$ cat config.mk
export PLATFORM = sky130hd
export DESIGN_NAME = decimal_entry_flat
export DESIGN_NICKNAME = d
export VERILOG_FILES = /design/src/rtl/decimal_entry_if.sv /design/src/rtl/decimal_entry.sv /design/src/flat_wrapper.sv
export SDC_FILE = /design/constraint.sdc
export NUM_CORES = 1
export LEC_CHECK = 0
export CAP_MARGIN = 25
export CORE_MARGIN = 3
export CORE_UTILIZATION = 28
export DETAILED_ROUTE_END_ITERATION = 6
export PLACE_DENSITY_LB_ADDON = 0.12
export REMOVE_ABC_BUFFERS = 1
export SLEW_MARGIN = 20
export SYNTH_ARGS = -nofsm -noshare
export SYNTH_HDL_FRONTEND = slang
export SYNTH_SLANG_ARGS = --single-unit
$ cat constraint.sdc
create_clock -name clk -period 13.25 [get_ports clk]
set_input_delay 1.9875 -clock clk [delete_from_list [all_inputs] [get_ports clk]]
set_output_delay 1.9875 -clock clk [all_outputs]
set_load 0.005 [all_outputs]
$ cat src/rtl/decimal_entry_if.sv
// Key levels in, entered value out, between the keypad front end and the display FSM.
// The keypad side (master) drives key levels; the entry block (slave) returns the value.
interface decimal_entry_if;
    logic [3:0]  digit;
    logic        digit_key;
    logic        back_key;
    logic        enter_key;
    logic        clear_key;
    logic [7:0]  number;
    logic [11:0] bcd;
    logic [1:0]  count;
    logic        valid;
    logic        err;

    modport master (
        output digit, digit_key, back_key, enter_key, clear_key,
        input  number, bcd, count, valid, err
    );

    modport slave (
        input  digit, digit_key, back_key, enter_key, clear_key,
        output number, bcd, count, valid, err
    );
endinterface

$ cat src/rtl/decimal_entry.sv
// Builds a 0-255 decimal entry from debounced key levels; outputs binary, BCD, digit count.
// Latency: 1 clock from a key level rising to updated outputs; err pulses for one cycle.
// No backpressure: every key edge is consumed the cycle it is seen, rejects flagged on err.
module decimal_entry #(
    parameter int MAX_DIGITS = 3
) (
    input  logic             clk,
    input  logic             reset,
    decimal_entry_if.slave   bus
);

    typedef enum logic [1:0] {
        EMPTY = 2'd0,
        ENTRY = 2'd1,
        SHOW  = 2'd2
    } state_t;

    state_t     state, state_n;
    logic       digit_q, back_q, enter_q, clear_q;
    logic [3:0] d2, d1, d0;
    logic [3:0] d2_n, d1_n, d0_n;
    logic [1:0] cnt, cnt_n;
    logic [7:0] num, num_n;
    logic       err_r, err_n;
    logic       ev_digit, ev_back, ev_enter, ev_clear;
    logic [9:0] cand;

    assign ev_digit = bus.digit_key & ~digit_q;
    assign ev_back  = bus.back_key  & ~back_q;
    assign ev_enter = bus.enter_key & ~enter_q;
    assign ev_clear = bus.clear_key & ~clear_q;

    always_ff @(posedge clk) begin
        if (reset) begin
            digit_q <= 1'b0;
            back_q  <= 1'b0;
            enter_q <= 1'b0;
            clear_q <= 1'b0;
            state   <= EMPTY;
            d2      <= 4'd0;
            d1      <= 4'd0;
            d0      <= 4'd0;
            cnt     <= 2'd0;
            num     <= 8'd0;
            err_r   <= 1'b0;
        end else begin
            digit_q <= bus.digit_key;
            back_q  <= bus.back_key;
            enter_q <= bus.enter_key;
            clear_q <= bus.clear_key;
            state   <= state_n;
            d2      <= d2_n;
            d1      <= d1_n;
            d0      <= d0_n;
            cnt     <= cnt_n;
            num     <= num_n;
            err_r   <= err_n;
        end
    end

    always_comb begin
        state_n = state;
        d2_n    = d2;
        d1_n    = d1;
        d0_n    = d0;
        cnt_n   = cnt;
        err_n   = 1'b0;
        // Only meaningful below the digit limit, where value <= 99 keeps it in 10 bits.
        cand    = 10'(num) * 10'd10 + 10'(bus.digit);

        if (ev_clear) begin
            d2_n    = 4'd0;
            d1_n    = 4'd0;
            d0_n    = 4'd0;
            cnt_n   = 2'd0;
            state_n = EMPTY;
        end else if (ev_enter) begin
            case (state)
                ENTRY:   state_n = SHOW;
                EMPTY:   err_n   = 1'b1;
                default: ;
            endcase
        end else if (ev_back) begin
            case (state)
                ENTRY: begin
                    d0_n  = d1;
                    d1_n  = d2;
                    d2_n  = 4'd0;
                    cnt_n = cnt - 2'd1;
                    if (cnt == 2'd1)
                        state_n = EMPTY;
                end
                EMPTY:   err_n   = 1'b1;
                SHOW:    state_n = ENTRY;
                default: ;
            endcase
        end else if (ev_digit) begin
            if (bus.digit > 4'd9) begin
                err_n = 1'b1;
            end else if (state == SHOW) begin
                // A digit after commit starts a fresh entry.
                d2_n    = 4'd0;
                d1_n    = 4'd0;
                d0_n    = bus.digit;
                cnt_n   = 2'd1;
                state_n = ENTRY;
            end else if (cnt == 2'(MAX_DIGITS)) begin
                err_n = 1'b1;
            end else if (cand > 10'd255) begin
                err_n = 1'b1;
            end else begin
                d2_n    = d1;
                d1_n    = d0;
                d0_n    = bus.digit;
                cnt_n   = cnt + 2'd1;
                state_n = ENTRY;
            end
        end

        // Derived from the next-state digits so number and bcd update together.
        num_n = 8'(d2_n) * 8'd100 + 8'(d1_n) * 8'd10 + 8'(d0_n);
    end

    assign bus.number = num;
    assign bus.bcd    = {d2, d1, d0};
    assign bus.count  = cnt;
    assign bus.valid  = (state == SHOW);
    assign bus.err    = err_r;

endmodule

$ cat src/flat_wrapper.sv
// flat-port wrapper written by rule: the top's interface ports become plain ports
module decimal_entry_flat 
#(
    parameter int MAX_DIGITS = 3
)
  (clk, reset, bus_digit, bus_digit_key, bus_back_key, bus_enter_key, bus_clear_key, bus_number, bus_bcd, bus_count, bus_valid, bus_err);
  decimal_entry_if bus_i ();
  input  logic clk;
  input  logic reset;
  input wire logic [$bits(bus_i.digit)-1:0] bus_digit;
  input wire logic [$bits(bus_i.digit_key)-1:0] bus_digit_key;
  input wire logic [$bits(bus_i.back_key)-1:0] bus_back_key;
  input wire logic [$bits(bus_i.enter_key)-1:0] bus_enter_key;
  input wire logic [$bits(bus_i.clear_key)-1:0] bus_clear_key;
  output wire logic [$bits(bus_i.number)-1:0] bus_number;
  output wire logic [$bits(bus_i.bcd)-1:0] bus_bcd;
  output wire logic [$bits(bus_i.count)-1:0] bus_count;
  output wire logic [$bits(bus_i.valid)-1:0] bus_valid;
  output wire logic [$bits(bus_i.err)-1:0] bus_err;
  assign bus_i.digit = bus_digit;
  assign bus_i.digit_key = bus_digit_key;
  assign bus_i.back_key = bus_back_key;
  assign bus_i.enter_key = bus_enter_key;
  assign bus_i.clear_key = bus_clear_key;
  assign bus_number = bus_i.number;
  assign bus_bcd = bus_i.bcd;
  assign bus_count = bus_i.count;
  assign bus_valid = bus_i.valid;
  assign bus_err = bus_i.err;
  decimal_entry #(.MAX_DIGITS(MAX_DIGITS)) u_core (.clk(clk), .reset(reset), .bus(bus_i));
endmodule
==> impl_metrics.yaml <==
clock_tree:
  cts.sinks: 28
  clk_path_buf_depth: 2
  clk_latency_ns: 0.27
  postCtsSetupRepairBufs: 0
  root_buffer: "clkbuf_8"
  tritoncts: "done"
  htree_num_levels: 1
  post_cts_resized: 0
  cts_hold_buffers: 0
  numCtsBuffers: 3
  path_clk_slew_ns: 0.10
worst_setup_path:
  cp_data_arrival_time_ns: 7.96
  worstSetupPathType: "input pin to flop"
  cp-end-kind: "flop"
  cp_max_fo: 5
  crit_path_start_kind: "input pin"
  cp.required_ns: 13.46
synthesis:
  synth_area_mm2: 0.00238
  syn-instance-count: 285
  synth_warnings: 0
  synth.avg_cell_area_um2: 8.36
  yosysSeqAreaShare_pct: 23.5
  ys_seq_elements: 28
  synthDistinctLibCells: 58
  synth_edf_count: 0
  ys.flop_type: "dfxtp_1"
  synthArstFlopShare_pct: 0
grt:
  antenna_found_initial: 0
  grt_pass1_wl_um: 10500
  grt_pass1_vias: 2092
  gr-usage-all-layers_pct: 13.5
  grt.overflow.total: 0
  grt_max_degree: 19
timing:
  finalCriticalPeriod_ns: 7.75
  relSlewSlack_pct: 54.0
  setup_tns_ns: 0
  final_hold_viol_count: 0
  slew_viol_final: 0
  clock.fmax_mhz: 129
  skew_ns: 0.00355
  fin_crit_sh_pct: 58.5
  setup_viol: 0
  tightest_slew_ns: 0.688
  rsz0062_at_grt: "false"
power:
  power.total_uw: 234
  cellPowerDensity_mw_per_mm2: 81.7
  leakagePower_nw: 1.24
  ir_drop_mv: 0.0377
floorplanning:
  die_w_um: 98.2
  core.rowCount: 33
  core_mm2: 0.00826
  die_h_um: 98.2
  start_util_pct: 28.8
  boundaryPins: 34
  die_area_mm2: 0.00965
place:
  io_buffers: 33
  gp_congestion: 0.754
  place_hpwl_um: 5230
  placed_area_mm2: 0.00282
outcome:
  status: "finished, final reports clean"
final_layout:
  fin_nets: 369
  antenna_cells: 0
  final_area_mm2: 0.00286
  syn2layout_area_growth_pct: 20.1
  drive_above_1_share_pct: 5.38
  utilization_pct: 34.6
drt:
  ant_nets: 0
  dr_total_vias: 2089
  via_per_inst: 4.96
  first_pass_iters: 5
  wire_per_inst_um: 15.2
  drtIter0Drc: 152
  drc: 0
  wl_um: 6410
run:
  maxCapViolations: 0
hold_path:
  hold_path.class: "flop to flop"
[cell families (layout without fill, tap and decap cells)]
group	count (synthesis)	in the layout	share of synthesized area, %
AOI/OAI and AO/OA	75	75	22.3
xor gates and xnor gates	12	12	4.41
adders and majority gates	41	41	23.4
buffers and inverters	35	66	6.09
DFF	28	28	23.5
muxes	2	2	0.893
and+or+nand+nor	92	92	19.4
[power breakdown]
group	leakage [nW]	switching [mW]	total [mW]	internal, mW
clock	0.0216	0.0269	0.0474	0.0205
combinational	0.994	0.0476	0.0891	0.0416
sequential	0.229	0.00709	0.0973	0.0902
total	1.24	0.0816	0.234	0.152
[through the flow]
| step | hold slack [ns] | setup WS, ns | cells |
|---|---|---|---|
| floorplan | 0.449 | 6.10 | 278 |
| global placement | 0.467 | 5.31 | 418 |
| detailed placement | 0.473 | 5.17 | 418 |
| CTS | 0.488 | 5.45 | 421 |
| global route | 0.507 | 5.00 | 421 |
| finish | 0.484 | 5.50 | 421 |
[flip-flops by register name (all words and copies together), names as in the netlist]
signal             cells
u_core.back_q          1
u_core.bus.err         1
u_core.d2              4
u_core.clear_q         1
u_core.digit_q         1
u_core.bus.count       2
u_core.d0              3
u_core.state           2
u_core.bus.number      8
u_core.d1              4
u_core.enter_q         1
[layout make-up]
type,count,area (um2)
Fill cell,873,5400
Multi-Input combinational cell,222,1680
Sequential cell,28,561
Timing Repair Buffer,35,345
Tap cell,105,131
Inverter,28,105
Clock buffer,3,41.3
[worst paths after layout]
kind                        start                   end  slack (ns)  depth (start not counted)
max                  bus_digit[3]  u_core.bus.number[7]        5.50                         24
min               u_core.state[1]       u_core.state[1]        0.48                          2
max reg2reg  u_core.bus.number[1]  u_core.bus.number[7]        6.59                         26
min reg2reg       u_core.state[1]       u_core.state[1]        0.48                          2
[per-layer routing]
| layer | wire [um] | GRT usage, % | part of all wire, % |
|---|---|---|---|
| met2 | 3130 | 23.6 | 49 |
| met3 | 223 | 2.21 | 3.5 |
| met5 | 0 | 0 | 0 |
| met1 | 2930 | 17.2 | 46 |
| met4 | 121 | 3.47 | 1.9 |
[critical path, cell delays in order]
cell             delay (ns)
clkdlybuf4s50_1        0.50
ha_1                   0.36
a21oi_1                0.07
a211o_1                0.30
nor3b_2                0.26
nand3_1                0.15
a2bb2oi_2              0.22
o21ai_0                0.16
a21oi_1                0.09
o21ai_0                0.53
inv_1                  0.14
ha_1                   0.32
inv_1                  0.06
fa_1                   0.58
inv_1                  0.06
ha_1                   0.28
a21o_1                 0.17
a21oi_1                0.23
o21bai_1               0.09
a21oi_1                0.18
xnor2_1                0.21
mux2_2                 0.39
or4_1                  0.47
mux2i_1                0.14
[synth_stat cells (all sizes together), types with 2 or more instances]
cell / instances / area share (%)
nand2: 15 / 2.4
buf: 3 / 0.63
clkbuf: 4 / 1.1
nand3: 7 / 1.5
a21oi: 19 / 4.1
dfxtp: 28 / 24
fa: 6 / 5.0
and2: 3 / 0.84
ha: 35 / 18
o21ai: 11 / 2.3
a211o: 2 / 0.74
nor2b: 11 / 2.9
a22oi: 4 / 1.3
o21a: 2 / 0.63
o22ai: 2 / 0.53
xor2: 7 / 2.6
nand2b: 4 / 1.1
a31oi: 4 / 1.1
nor3: 5 / 1.1
o21bai: 3 / 0.95
or3: 2 / 0.53
o221ai: 5 / 1.8
inv: 28 / 4.4
nor2: 35 / 5.6
nor4: 2 / 0.53
a21o: 5 / 1.6
a211oi: 5 / 2.1
xnor2: 5 / 1.8
[layout by cell type, fill, tap and decap left out, types with 5 or more instances in the layout]
cell type        Yosys  final
nand2_1             15     15
nand3_1              7      7
xnor2_1              5      5
nor3_1               5      5
inv_1               28     28
dfxtp_1             28     28
o21ai_0             11     11
nor2_1              34     34
nor2b_1             11     11
fa_1                 6      6
o221ai_1             5      5
xor2_1               7      7
clkdlybuf4s50_1      0     33
ha_1                35     35
a21oi_1             18     18
Power figures use the tool's default switching activity.
